### config.mk
export PLATFORM = sky130hd
export DESIGN_NAME = mem_ctrl_flat
export DESIGN_NICKNAME = d
export VERILOG_FILES = /design/src/rtl/mem_ctrl_pkg.sv /design/src/rtl/mem_ctrl_if.sv /design/src/rtl/mem_ctrl.sv /design/src/flat_wrapper.sv
export SDC_FILE = /design/constraint.sdc
export NUM_CORES = 1
export LEC_CHECK = 0
export BUFFER_PORTS_ARGS = -buffer_cell sky130_fd_sc_hd__buf_2
export CAP_MARGIN = 20
export CORE_ASPECT_RATIO = 1.2
export CORE_UTILIZATION = 56
export CTS_CLUSTER_DIAMETER = 50
export CTS_CLUSTER_SIZE = 8
export DETAILED_ROUTE_END_ITERATION = 10
export GPL_TIMING_DRIVEN = 0
export PLACE_DENSITY = 0.9
export RECOVER_POWER = 50
export SYNTH_ARGS = -nofsm -noshare
export SYNTH_HDL_FRONTEND = slang
export SYNTH_SLANG_ARGS = --single-unit
### constraint.sdc
create_clock -name clk -period 7 [get_ports clk]
set_clock_uncertainty 0.05 [all_clocks]
set_input_delay 0.35 -clock clk [delete_from_list [all_inputs] [get_ports clk]]
set_output_delay 0.35 -clock clk [all_outputs]
set_load 0.05 [all_outputs]
### src/rtl/mem_ctrl_pkg.sv
// Shared definitions for the byte-serial memory controller: FSM states, size codes, stall vectors.
// Latency: none (types, constants and pure helper functions only).
// Backpressure: not applicable.
package mem_ctrl_pkg;

    typedef enum logic [2:0] {
        IDLE   = 3'd0,
        IF_RD  = 3'd1,
        MEM_RD = 3'd2,
        MEM_WR = 3'd3,
        DONE   = 3'd4
    } state_t;

    localparam logic [1:0] SIZE_BYTE = 2'd0;
    localparam logic [1:0] SIZE_HALF = 2'd1;
    localparam logic [1:0] SIZE_WORD = 2'd2;

    localparam int STALL_W = 6;
    // bit 0 = PC, 1 = IF, 2 = ID, 3 = EX, 4 = MEM, 5 = WB
    localparam logic [STALL_W-1:0] STALL_MEM  = 6'b011111;
    localparam logic [STALL_W-1:0] STALL_IF   = 6'b000011;
    localparam logic [STALL_W-1:0] STALL_NONE = 6'b000000;

    // Number of RAM byte beats for a given size code; code 3 behaves as a word.
    function automatic logic [2:0] xfer_len(input logic [1:0] size);
        case (size)
            SIZE_BYTE: xfer_len = 3'd1;
            SIZE_HALF: xfer_len = 3'd2;
            default:   xfer_len = 3'd4;
        endcase
    endfunction

    // Sign- or zero-extend the low bytes of an assembled little-endian word.
    function automatic logic [31:0] load_ext(input logic [31:0] w, input logic [1:0] size,
                                             input logic sgn);
        case (size)
            SIZE_BYTE: load_ext = {{24{sgn & w[7]}}, w[7:0]};
            SIZE_HALF: load_ext = {{16{sgn & w[15]}}, w[15:0]};
            default:   load_ext = w;
        endcase
    endfunction

endpackage

### src/rtl/mem_ctrl_if.sv
// Bundle of fetch, data-access, RAM and stall signals between the pipeline/RAM and mem_ctrl.
// Latency: none (wiring only).
// Backpressure: requests are levels held by the requester until the matching done pulse.
interface mem_ctrl_if;
    import mem_ctrl_pkg::*;

    logic                if_req;
    logic [31:0]         if_addr;
    logic                if_done;
    logic [31:0]         if_data;

    logic                mem_req;
    logic                mem_we;
    logic [1:0]          mem_size;
    logic                mem_signed;
    logic [31:0]         mem_addr;
    logic [31:0]         mem_wdata;
    logic                mem_done;
    logic [31:0]         mem_rdata;

    logic [31:0]         ram_addr;
    logic                ram_wr;
    logic [7:0]          ram_dout;
    logic [7:0]          ram_din;

    logic [STALL_W-1:0]  stall;

    // Controller side
    modport slave (
        input  if_req, if_addr, mem_req, mem_we, mem_size, mem_signed, mem_addr, mem_wdata,
               ram_din,
        output if_done, if_data, mem_done, mem_rdata, ram_addr, ram_wr, ram_dout, stall
    );

    // Pipeline and RAM side
    modport master (
        output if_req, if_addr, mem_req, mem_we, mem_size, mem_signed, mem_addr, mem_wdata,
               ram_din,
        input  if_done, if_data, mem_done, mem_rdata, ram_addr, ram_wr, ram_dout, stall
    );

endinterface

### src/rtl/mem_ctrl.sv
// Arbitrates instruction fetch and data load/store onto a byte-wide RAM, data access first.
// Latency: read N+2 cycles, write N+1 cycles from the IDLE sample (N = 1/2/4 bytes, fetch 4).
// Backpressure: requesters hold their level request; stall freezes the pipeline until done.
module mem_ctrl
    import mem_ctrl_pkg::*;
(
    input  logic      clk,
    input  logic      rst,
    mem_ctrl_if.slave bus
);

    state_t      state_q;
    state_t      state_d;
    logic [2:0]  cnt_q;
    logic        owner_mem_q;
    logic [31:0] base_q;
    logic [31:0] wdata_q;
    logic [31:0] buf_q;
    logic [1:0]  size_q;
    logic        signed_q;
    logic [31:0] if_data_q;
    logic [31:0] mem_rdata_q;
    logic [31:0] word_nxt;
    logic [2:0]  len;
    logic        mem_pend;
    logic        if_pend;

    assign len = xfer_len(size_q);

    // State register
    always_ff @(posedge clk) begin
        if (rst) state_q <= IDLE;
        else     state_q <= state_d;
    end

    // Next-state: data access beats fetch; reads need one extra beat for the last capture
    always_comb begin
        state_d = state_q;
        case (state_q)
            IDLE: begin
                if (bus.mem_req)     state_d = bus.mem_we ? MEM_WR : MEM_RD;
                else if (bus.if_req) state_d = IF_RD;
            end
            IF_RD, MEM_RD: if (cnt_q == len) state_d = DONE;
            MEM_WR:        if (cnt_q == len - 3'd1) state_d = DONE;
            DONE:          state_d = IDLE;
            default:       state_d = IDLE;
        endcase
    end

    // Merge the byte returned for the previous beat into its lane
    always_comb begin
        word_nxt = buf_q;
        case (cnt_q)
            3'd1:    word_nxt[7:0]   = bus.ram_din;
            3'd2:    word_nxt[15:8]  = bus.ram_din;
            3'd3:    word_nxt[23:16] = bus.ram_din;
            3'd4:    word_nxt[31:24] = bus.ram_din;
            default: ;
        endcase
    end

    // Request latch, beat counter, read assembly and held result registers
    always_ff @(posedge clk) begin
        if (rst) begin
            cnt_q       <= '0;
            owner_mem_q <= 1'b0;
            base_q      <= '0;
            wdata_q     <= '0;
            buf_q       <= '0;
            size_q      <= SIZE_BYTE;
            signed_q    <= 1'b0;
            if_data_q   <= '0;
            mem_rdata_q <= '0;
        end else begin
            case (state_q)
                IDLE: begin
                    cnt_q <= '0;
                    buf_q <= '0;
                    if (bus.mem_req) begin
                        owner_mem_q <= 1'b1;
                        base_q      <= bus.mem_addr;
                        wdata_q     <= bus.mem_wdata;
                        size_q      <= bus.mem_size;
                        signed_q    <= bus.mem_signed;
                    end else if (bus.if_req) begin
                        owner_mem_q <= 1'b0;
                        base_q      <= bus.if_addr;
                        size_q      <= SIZE_WORD;
                        signed_q    <= 1'b0;
                    end
                end
                IF_RD, MEM_RD: begin
                    cnt_q <= cnt_q + 3'd1;
                    buf_q <= word_nxt;
                    if (cnt_q == len) begin
                        if (owner_mem_q) mem_rdata_q <= load_ext(word_nxt, size_q, signed_q);
                        else             if_data_q   <= word_nxt;
                    end
                end
                MEM_WR:  cnt_q <= cnt_q + 3'd1;
                default: cnt_q <= '0;
            endcase
        end
    end

    // RAM drive, done pulses and stall vector decoded from state and owner
    always_comb begin
        bus.ram_addr = '0;
        bus.ram_wr   = 1'b0;
        bus.ram_dout = '0;
        bus.if_done  = 1'b0;
        bus.mem_done = 1'b0;
        mem_pend     = 1'b0;
        if_pend      = 1'b0;
        case (state_q)
            IDLE: begin
                mem_pend = bus.mem_req;
                if_pend  = bus.if_req;
            end
            IF_RD, MEM_RD: begin
                bus.ram_addr = base_q + {29'd0, cnt_q};
                mem_pend     = owner_mem_q;
                if_pend      = !owner_mem_q;
            end
            MEM_WR: begin
                bus.ram_addr = base_q + {29'd0, cnt_q};
                bus.ram_wr   = 1'b1;
                bus.ram_dout = wdata_q[{cnt_q[1:0], 3'b000} +: 8];
                mem_pend     = owner_mem_q;
            end
            DONE: begin
                bus.if_done  = !owner_mem_q;
                bus.mem_done = owner_mem_q;
                mem_pend     = !owner_mem_q && bus.mem_req;
                if_pend      = owner_mem_q && bus.if_req;
            end
            default: ;
        endcase
        bus.stall = mem_pend ? STALL_MEM : (if_pend ? STALL_IF : STALL_NONE);
    end

    assign bus.if_data   = if_data_q;
    assign bus.mem_rdata = mem_rdata_q;

endmodule

### src/flat_wrapper.sv
// flat-port wrapper written by rule: the top's interface ports become plain ports
module mem_ctrl_flat import mem_ctrl_pkg::*;
  (clk, rst, bus_if_req, bus_if_addr, bus_mem_req, bus_mem_we, bus_mem_size, bus_mem_signed, bus_mem_addr, bus_mem_wdata, bus_ram_din, bus_if_done, bus_if_data, bus_mem_done, bus_mem_rdata, bus_ram_addr, bus_ram_wr, bus_ram_dout, bus_stall);
  mem_ctrl_if bus_i ();
  input  logic clk;
  input  logic rst;
  input wire logic [$bits(bus_i.if_req)-1:0] bus_if_req;
  input wire logic [$bits(bus_i.if_addr)-1:0] bus_if_addr;
  input wire logic [$bits(bus_i.mem_req)-1:0] bus_mem_req;
  input wire logic [$bits(bus_i.mem_we)-1:0] bus_mem_we;
  input wire logic [$bits(bus_i.mem_size)-1:0] bus_mem_size;
  input wire logic [$bits(bus_i.mem_signed)-1:0] bus_mem_signed;
  input wire logic [$bits(bus_i.mem_addr)-1:0] bus_mem_addr;
  input wire logic [$bits(bus_i.mem_wdata)-1:0] bus_mem_wdata;
  input wire logic [$bits(bus_i.ram_din)-1:0] bus_ram_din;
  output wire logic [$bits(bus_i.if_done)-1:0] bus_if_done;
  output wire logic [$bits(bus_i.if_data)-1:0] bus_if_data;
  output wire logic [$bits(bus_i.mem_done)-1:0] bus_mem_done;
  output wire logic [$bits(bus_i.mem_rdata)-1:0] bus_mem_rdata;
  output wire logic [$bits(bus_i.ram_addr)-1:0] bus_ram_addr;
  output wire logic [$bits(bus_i.ram_wr)-1:0] bus_ram_wr;
  output wire logic [$bits(bus_i.ram_dout)-1:0] bus_ram_dout;
  output wire logic [$bits(bus_i.stall)-1:0] bus_stall;
  assign bus_i.if_req = bus_if_req;
  assign bus_i.if_addr = bus_if_addr;
  assign bus_i.mem_req = bus_mem_req;
  assign bus_i.mem_we = bus_mem_we;
  assign bus_i.mem_size = bus_mem_size;
  assign bus_i.mem_signed = bus_mem_signed;
  assign bus_i.mem_addr = bus_mem_addr;
  assign bus_i.mem_wdata = bus_mem_wdata;
  assign bus_i.ram_din = bus_ram_din;
  assign bus_if_done = bus_i.if_done;
  assign bus_if_data = bus_i.if_data;
  assign bus_mem_done = bus_i.mem_done;
  assign bus_mem_rdata = bus_i.mem_rdata;
  assign bus_ram_addr = bus_i.ram_addr;
  assign bus_ram_wr = bus_i.ram_wr;
  assign bus_ram_dout = bus_i.ram_dout;
  assign bus_stall = bus_i.stall;
  mem_ctrl u_core (.clk(clk), .rst(rst), .bus(bus_i));
endmodule
==> impl_metrics.py, run 1 <==
metrics = {
    "worst_setup_path": {
        "r2r_slack_ps": 3540,
        "worstSetupEndpointType": "output port",
        "cp.required_ps": 6600,
        "critical_path_class": "reg2out",
        "cp-start-kind": "flop",
        "worstPathMaxFanout": 10,
        "cp.arrival_ps": 4140,
    },
    "timing": {
        "worstMarginPinSlew_ps": 968.5,
        "grt_setup_unrepaired": "false",
        "hold_viol_final": 0,
        "finalCritPeriodShare_pct": 64.84,
        "timing.fmax_mhz": 220.3,
        "setup_viol": 0,
        "drv_slew": 0,
        "max_slew_margin_pct": 34.88,
        "final.setup.tns_ps": 0,
        "final.min_clock_period_ps": 4539,
    },
    "clock_tree": {
        "cts_tree": "done",
        "clock-sinks": 170,
        "clk_pin_slew_worst_paths_ps": 70,
        "clk_path_buf_depth": 2,
        "cts-root-buf": "clkbuf_16",
        "post_cts_buffers": 0,
        "ctsResizeCount": 0,
        "cts.htree.levels": 4,
        "clock_latency_ps": 430,
        "hold_buffers": 0,
        "numCtsBuffers": 17,
    },
    "cells_and_area": {
        "final_common_cell": "buf_2",
        "finish.utilization_pct": 70.85,
        "area_growth_pct": 21.98,
        "drive_gt1_share_pct": 20.34,
        "nets": 1352,
        "final_cell_mix": "buf_2, dfxtp_1, clkbuf_1, nor3_1, nand2_1",
    },
    "route": {
        "drt_wl_total_mm": 26.96,
        "first_pass_iters": 6,
        "routed_via_density": 6.192,
        "wl_per_cell_um": 18.64,
        "dr.first_iter.drc_count": 814,
        "ant_nets": 0,
        "drc_errors": 0,
        "vias": 8954,
    },
    "power_and_ir_drop": {
        "power.leakage_nw": 3.860,
        "power_density_nw_per_um2": 370.2,
        "vdd_drop_max_v": 0.0002116,
        "p_total_mw": 3.812,
    },
    "synth": {
        "async_flop_share_pct": 0,
        "syn_area_per_cell_sq_um": 8.544,
        "ys_seq_area_share_pct": 40.31,
        "syn_area_sq_um": 8442,
        "synthDistinctLibCells": 57,
        "synth_cells": 988,
        "syn-num-nets": 1109,
        "synth_edf_count": 0,
        "yosysWarnings": 0,
        "synth_ff_type": "dfxtp_1",
        "ys_seq_elements": 170,
    },
    "grt": {
        "track_usage_pct": 34.46,
        "grt_max_degree": 17,
        "grt.overflow.total": 0,
        "antenna_found_initial": 2,
        "grt_pass1_wl_mm": 41.57,
        "first_global_vias": 8531,
    },
    "floorplanning": {
        "core_sq_um": 14530,
        "die_w_um": 114.1,
        "placementRows": 48,
        "die_h_um": 136.5,
        "dieArea_sq_um": 15570,
        "start_util_pct": 58.08,
        "ios": 225,
    },
    "place": {
        "place_congestion": 0.9404,
        "dp_hpwl_mm": 19.69,
        "io_buffers": 222,
    },
    "hold_path": {
        "hp-class": "in2reg",
    },
    "run": {
        "cap_viol_max_count": 0,
    },
    "outcome": {
        "outcome": "finished clean",
    },
}
[synthesized netlist by cell type, types with 3 or more instances]
| cell type | number | area [sq um] |
|---|---|---|
| a211oi_1 | 85 | 638.1 |
| a21oi_1 | 58 | 290.3 |
| a22oi_1 | 34 | 255.2 |
| a311oi_1 | 16 | 140.1 |
| and2_1 | 4 | 25.02 |
| and3_1 | 7 | 43.79 |
| and4_1 | 5 | 43.79 |
| buf_1 | 10 | 37.54 |
| buf_2 | 17 | 85.08 |
| buf_4 | 5 | 37.54 |
| clkbuf_1 | 63 | 236.5 |
| dfxtp_1 | 170 | 3403 |
| ha_1 | 8 | 100.1 |
| inv_1 | 10 | 37.54 |
| mux2_2 | 32 | 360.4 |
| mux2i_1 | 32 | 320.3 |
| mux4_2 | 8 | 180.2 |
| nand2_1 | 102 | 382.9 |
| nand3_1 | 9 | 45.04 |
| nand4_1 | 8 | 50.05 |
| nor2_1 | 86 | 322.8 |
| nor2b_1 | 12 | 75.07 |
| nor3_1 | 111 | 555.5 |
| o211ai_1 | 3 | 22.52 |
| o21ai_0 | 8 | 40.04 |
| o31ai_1 | 18 | 135.1 |
| or3_1 | 6 | 37.54 |
| or4_1 | 16 | 120.1 |
| xnor2_1 | 5 | 43.79 |
| xor2_1 | 6 | 52.55 |
[final cells by class]
type | count | area, sq um
diodes | 2 | 5.005
plain buffers | 98 | 419.2
clock buffers | 22 | 454.2
clock inverters | 10 | 120.1
fillers | 1174 | 4237
inverters | 11 | 41.29
multi-input cells | 709 | 4566
flip-flops and latches | 170 | 3403
well taps | 200 | 250.2
repair buffers | 224 | 1039
[worst paths after layout]
kind                           start                        to  depth (start not counted)
hold / removal     bus_mem_wdata[11]        u_core.wdata_q[11]                          3
setup / recovery     u_core.cnt_q[1]          bus_ram_addr[18]                         10
hold reg to reg   u_core.wdata_q[30]        u_core.wdata_q[30]                          2
setup reg to reg     u_core.cnt_q[0]  u_core.bus.mem_rdata[22]                          9
[power by group]
group / switching (mW) / internal (mW) / total, mW
clock network: 0.393 / 0.536 / 0.929
logic: 1.12 / 0.450 / 1.57
registers: 0.175 / 1.14 / 1.31
[layer usage]
layer  up-vias  share of wire [%]  global-route usage, %
met2       543                 49                  60.64
met1      4162                 38                  38.30
met4         0                5.2                  21.36
met3       119                8.0                  6.599
li1       4130                  -                      -
met5         -                  0                      0
[stage by stage]
| step | hold slack [ps] | cell area, sq um | setup WS [ps] | std cells |
|---|---|---|---|---|
| floorplan | 383.1 | 8442 | 3450 | 988 |
| CTS | 104.6 | 10380 | 2575 | 1443 |
| global route | 126.3 | 10300 | 2294 | 1446 |
| detailed placement | 396.4 | 9808 | 3043 | 1411 |
| global placement | 390.1 | 9803 | 3131 | 1410 |
| finish | 108.1 | 10300 | 2461 | 1446 |
[registers in the layout, indices dropped and copies added, names as in the netlist, 2 cells and up]
register,cells
u_core.base_q,32
u_core.cnt_q,3
u_core.state_q,3
u_core.size_q,2
u_core.wdata_q,32
u_core.bus.if_data,32
u_core.buf_q,32
u_core.bus.mem_rdata,32
[worst max-delay path, cell delays in order (launching register included)]
cell and delay (ps):
dfxtp_1 490, clkbuf_1 560, inv_1 240, fa_1 460, nor2b_1 110, clkbuf_1 300, o2111ai_1 260, clkbuf_1 270
or4_1 430, a21oi_1 270, buf_2 320
[logic make-up (layout without fill, tap and decap cells)]
kind of cell | after synthesis | count (layout) | share of synthesized area (%)
DFF | 170 | 170 | 40.31
adders and majority gates | 9 | 9 | 1.423
buffers and inverters | 109 | 365 | 5.514
xor gates and xnor gates | 12 | 12 | 1.334
muxes | 72 | 72 | 10.20
and+or+nand+nor | 380 | 380 | 21.58
other | 1 | 3 | 0.04442
AOI/OAI and AO/OA | 235 | 235 | 19.59
(Power assumes the default switching activity.)
==> run 2: changes to the inputs <==
- CORE_UTILIZATION: 56 -> 53
- PLACE_DENSITY: 0.9 -> 0.86
- clock period: 7 -> 4.4 ns (I/O delays scaled with it)
==> run 2 against run 1 <==
Via count about the same. Register-to-register slack worse by 2600 ps. Power up 59%. Largest power group unchanged. Highest routed layer is now met5.
==> impl_metrics.py, run 2 (synthesis results as in run 1) <==
metrics = {
    "outcome": {
        "outcome": "finished clean",
    },
    "clock_tree": {
        "clk_path_buf_depth": 2,
        "cts-root-buf": "clkbuf_16",
        "post_cts_buffers": 0,
        "cts_tree": "done",
        "ctsResizeCount": 0,
        "clock_latency_ps": 440,
        "clk_pin_slew_worst_paths_ps": 60,
        "cts.htree.levels": 4,
        "clock-sinks": 170,
        "numCtsBuffers": 17,
    },
    "power_and_ir_drop": {
        "seqPwrFrac_pct": 34.6,
        "p_switching_mw": 2.698,
        "swShare_pct": 44.41,
        "vdd_drop_max_v": 0.0003094,
        "p_total_mw": 6.074,
        "intPower_mw": 3.376,
        "p_comb_share_pct": 41.0,
        "power.leakage_nw": 3.961,
        "clock_power_share_pct": 24.4,
        "power_density_nw_per_um2": 573.6,
    },
    "place": {
        "dp_hpwl_mm": 19.34,
        "post-place-cells": 1419,
        "io_buffers": 222,
        "place_congestion": 0.9047,
    },
    "timing": {
        "holdWs_ps": 23.86,
        "worstMarginPinSlew_ps": 1091,
        "final.setup.tns_ps": 0,
        "final.min_clock_period_ps": 4225,
        "hold_viol_final": 0,
        "drv_slew": 0,
        "finalCritPeriodShare_pct": 96.02,
        "max_slew_margin_pct": 26.63,
        "setup_viol": 0,
        "timing.fmax_mhz": 236.7,
        "grt_setup_unrepaired": "false",
    },
    "worst_setup_path": {
        "cp.arrival_ps": 3960,
        "cp-start-kind": "flop",
        "crit_chain": "clkbuf_1, inv_1, fa_1, nor2b_1, clkbuf_1, o2111ai_1, clkbuf_1, or4_1, a21oi_1, buf_2",
        "cp.required_ps": 4130,
        "worstSetupEndpointType": "output port",
        "max_stage_delay_ps": 520,
        "critical_path_class": "reg2out",
        "critPathSlowestCell": "clkbuf_1",
        "worstPathMaxFanout": 10,
        "crit_top_cell": "clkbuf_1",
    },
    "route": {
        "drc_errors": 0,
        "vias": 8951,
        "routed_via_density": 6.044,
        "dr.first_iter.drc_count": 919,
        "first_pass_iters": 5,
        "ant_nets": 0,
        "wl_per_cell_um": 18.46,
        "drt_wl_total_mm": 27.34,
    },
    "grt": {
        "grt.overflow.total": 0,
        "busiest_layer": "met2",
        "grt_pass1_wl_mm": 42.27,
        "antenna_found_initial": 2,
        "use_met3_pct": 6.794,
        "first_global_vias": 8327,
        "track_usage_pct": 33.54,
        "grt_max_degree": 17,
        "grtUsageMet1_pct": 39.02,
        "grtUsageMet2_pct": 55.91,
    },
    "hold_path": {
        "hp-class": "in2reg",
    },
    "cells_and_area": {
        "final_cell_mix": "dfxtp_1, buf_2, clkbuf_1, nor3_1, nand2_1",
        "drive_gt1_share_pct": 19.73,
        "area_growth_pct": 25.43,
        "final_common_cell": "dfxtp_1",
        "finish.utilization_pct": 67.98,
        "nets": 1380,
        "fin_cells": 1481,
    },
    "floorplanning": {
        "ios": 225,
        "start_util_pct": 54.19,
        "die_w_um": 117.2,
        "die_h_um": 140.3,
        "core_sq_um": 15580,
        "dieArea_sq_um": 16440,
        "placementRows": 50,
    },
    "run": {
        "cap_viol_max_count": 0,
    },
}
## run 2: changes by cell type in the layout (fill, tap and decap cells not counted)
| cell | delta |
|---|---|
| clkbuf_8 | -1 |
| clkinv_4 | -2 |
| dlygate4sd3_1 | +29 |
| clkinvlp_4 | +2 |
| clkbuf_1 | +1 |
| diode_2 | -1 |
| inv_6 | +3 |
| buf_2 | -4 |
## run 2: routing by layer
| metal | share of wire (%) | vias up |
|---|---|---|
| li1 | - | 4170 |
| met1 | 39 | 4192 |
| met2 | 48 | 471 |
| met3 | 7.0 | 116 |
| met4 | 5.4 | 2 |
| met5 | 0.040 | - |
## run 2: stage by stage
step	instance area, sq um	worst slack, ps
2_1_floorplan	8442	979.7
3_3_place_gp	9813	782.4
3_5_place_dp	9818	735.5
4_1_cts	10690	247.0
5_1_grt	10590	29.37
6_report	10590	174.9
## run 2: worst paths after layout
check / startpoint / endpoint / slack (ps) / depth (start not counted)
worst min register to register: u_core.wdata_q[22] / u_core.wdata_q[22] / 400 / 2
worst max register to register: u_core.cnt_q[0] / u_core.bus.mem_rdata[29] / 980 / 9
worst min-delay path: bus_mem_signed / u_core.signed_q / 20 / 3
worst max-delay path: u_core.cnt_q[1] / bus_ram_addr[20] / 170 / 10
## run 2: power by group through the flow
stage / logic, mW / clock network [mW] / registers (mW)
2_1_floorplan: 1.75 / 0 / 2.15
3_3_place_gp: 2.40 / 0 / 2.10
3_5_place_dp: 2.44 / 0 / 2.11
4_1_cts: 2.47 / 1.49 / 2.08
5_1_grt: 2.69 / 1.55 / 2.13
6_report: 2.49 / 1.48 / 2.10
## run 2: cell type report
cell class,instances,area (sq um)
well taps,208,260.3
clock inverters,13,143.9
flip-flops and latches,170,3403
plain buffers,98,416.7
clock buffers,19,432.9
multi-input cells,709,4566
diodes,1,2.502
repair buffers,252,1323
inverters,11,41.29
fillers,1287,4989
## run 2: critical path, delay by kind of cell, from the launching register on
family / cells / cell delay, ps
buf+inv: 5 / 1590
compound gates: 2 / 430
flops: 1 / 490
fa+ha+maj: 1 / 450
simple gates: 2 / 560
## run 2: repair_timing
| action | in CTS | in global routing |
|---|---|---|
| hold buffers | 29 | 0 |
| setup endpoints to repair | 0 | 0 |
| hold endpoints to repair | 29 | 0 |
==> run 3: changes to the inputs <==
- GPL_TIMING_DRIVEN: 0 -> unset
==> run 3 against run 2 <==
Sequential cell count stayed put. Cell area is 1.6% lower. Critical path type unchanged. Critical path depth is 2 lower. Count of clock-buffer cells in the layout is 2 lower. Wire length is 3.9% lower. Sequential share of layout area is 0.53 points higher. Fmax is 9.3% higher. Hold slack better by 34 ps. Non-clock buffer count is 75 lower. Largest cell class unchanged. The flow now finishes with violations (capacitance limit, slew limit).
==> impl_metrics.py, run 3 (synthesis results as in run 1) <==
metrics = {
    "cells_and_area": {
        "fin_cells": 1406,
        "n_fill_cell": 1242,
        "final_common_cell": "dfxtp_1",
        "area_growth_pct": 23.39,
        "multi_input_area_sq_um": 4608,
        "ff_latch_area_sq_um": 3403,
        "drive_gt1_share_pct": 19.72,
        "final_cell_mix": "dfxtp_1, buf_2, nor3_1, nand2_1, nor2_1",
        "nets": 1305,
        "stdcell_area_sq_um": 10420,
        "finish.utilization_pct": 66.87,
    },
    "run": {
        "cap_viol_max_count": 2,
    },
    "floorplanning": {
        "start_util_pct": 54.19,
        "die_w_um": 117.2,
        "dieArea_sq_um": 16440,
        "core_sq_um": 15580,
        "ios": 225,
        "die_h_um": 140.3,
        "placementRows": 50,
    },
    "route": {
        "drt_wl_total_mm": 26.27,
        "wl_per_cell_um": 18.69,
        "ant_nets": 0,
        "first_pass_iters": 5,
        "routed_via_density": 6.094,
        "drc_errors": 0,
        "vias": 8568,
        "dr.first_iter.drc_count": 879,
    },
    "worst_setup_path": {
        "r2r_end": "u_core.base_q[2]",
        "max_stage_delay_ps": 780,
        "r2r_slack_ps": 890,
        "crit_chain": "inv_1, fa_1, nor2b_1, buf_4, o2111ai_1, or4_1, a21oi_1, buf_2",
        "critical_path_class": "reg2out",
        "path_delay_family": "flip-flops",
        "worst-path-buf-inv": 3,
        "worstSetupPathDepth": 8,
        "endpoint": "bus_ram_addr[28]",
        "cp.arrival_ps": 3600,
        "reg2reg_from": "u_core.state_q[1]",
        "cp-start-kind": "flop",
        "worstSetupEndpointType": "output port",
        "worstPathMaxFanout": 17,
        "cp.required_ps": 4130,
        "critPathSlowestCell": "dfxtp_1",
        "reg2reg_depth": 5,
        "startpoint": "u_core.cnt_q[1]",
    },
    "clock_tree": {
        "clk_path_buf_depth": 2,
        "cts_tree": "done",
        "numCtsBuffers": 17,
        "cts-root-buf": "clkbuf_16",
        "clk_pin_slew_worst_paths_ps": 70,
        "ctsResizeCount": 0,
        "post_cts_buffers": 0,
        "clock-sinks": 170,
        "clock_latency_ps": 450,
        "cts.htree.levels": 4,
        "hold_buffers": 35,
    },
    "grt": {
        "first_global_vias": 8025,
        "grt.overflow.total": 0,
        "antenna_found_initial": 1,
        "track_usage_pct": 32.40,
        "grt_max_degree": 84,
        "grt_pass1_wl_mm": 40.75,
    },
    "place": {
        "place_area_sq_um": 9557,
        "post-place-cells": 1337,
        "io_buffers": 223,
        "dp_hpwl_mm": 17.03,
        "place_congestion": 0.8680,
    },
    "hold_path": {
        "min_path_cells": 3,
        "hp-class": "in2reg",
    },
    "timing": {
        "finalCritPeriodShare_pct": 87.88,
        "final.setup.tns_ps": 0,
        "hold_viol_final": 0,
        "worstMarginPinSlew_ps": 2448,
        "final.min_clock_period_ps": 3867,
        "grt_setup_unrepaired": "false",
        "drv_slew": 96,
        "max_slew_margin_pct": -63.17,
        "timing.fmax_mhz": 258.6,
        "setup_viol": 0,
    },
    "power_and_ir_drop": {
        "power.leakage_nw": 3.874,
        "power_density_nw_per_um2": 576.8,
        "vdd_drop_max_v": 0.0003519,
        "p_total_mw": 6.008,
    },
    "outcome": {
        "violations": "capacitance limit, slew limit",
        "outcome": "finished with violations",
    },
}
-- run 3: changes by cell type in the layout (fill, tap and decap cells not counted), moves of 3 or more --
cell           delta
inv_8             +4
mux2_2            -7
mux2_1            +7
clkbuf_1         -68
buf_1             -3
dlygate4sd3_1     +6
buf_4            +10
clkinv_8          +3
buf_2            -20
-- run 3: where the power goes --
| part | internal, mW | total, mW | switching [mW] | leakage, nW |
|---|---|---|---|---|
| logic | 0.708 | 2.37 | 1.66 | 2.21 |
| clock network | 0.756 | 1.48 | 0.722 | 0.276 |
| registers | 1.81 | 2.16 | 0.351 | 1.38 |
-- run 3: tightest hold or removal path, delay by kind of cell --
kind / cells / cell delay (ps)
buffers and inverters: 1 / 90
muxes: 1 / 110
AOI/OAI and AO/OA: 1 / 80
-- run 3: worst min path at each step --
stage	end	slack (ps)	start
floorplan	u_core.wdata_q[0]	310	bus_mem_wdata[0]
global placement	u_core.wdata_q[20]	390	u_core.wdata_q[20]
detailed placement	u_core.wdata_q[22]	400	u_core.wdata_q[22]
CTS	u_core.base_q[24]	60	bus_if_addr[24]
global route	u_core.base_q[24]	60	bus_if_addr[24]
finish	u_core.base_q[24]	60	bus_if_addr[24]
-- run 3: final cells by class --
cell class                 count  share of cell area, %
multi-input combinational    709                  44.24
clock buffer                  17                  4.084
inverter                      11                 0.3964
tap                          208                  2.499
sequential                   170                  32.67
clock inverter                15                  1.538
antenna                        1                0.02402
timing repair buffer         275                  14.55
-- run 3: metrics by stage --
stage | setup slack, ps | hold WS, ps
6_report | 533.4 | 58.31
5_1_grt | 356.3 | 56.70
4_1_cts | 574.6 | 56.48
3_5_place_dp | 1064 | 397.1
3_3_place_gp | 1133 | 390.9
2_1_floorplan | 979.7 | 306.0
-- run 3: layer usage --
layer,up-vias,wire length [um],track usage [%]
li1,4034,-,-
met1,3989,10130,37.30
met2,446,12910,53.44
met3,99,1943,8.048
met4,0,1290,19.52
met5,-,0,0
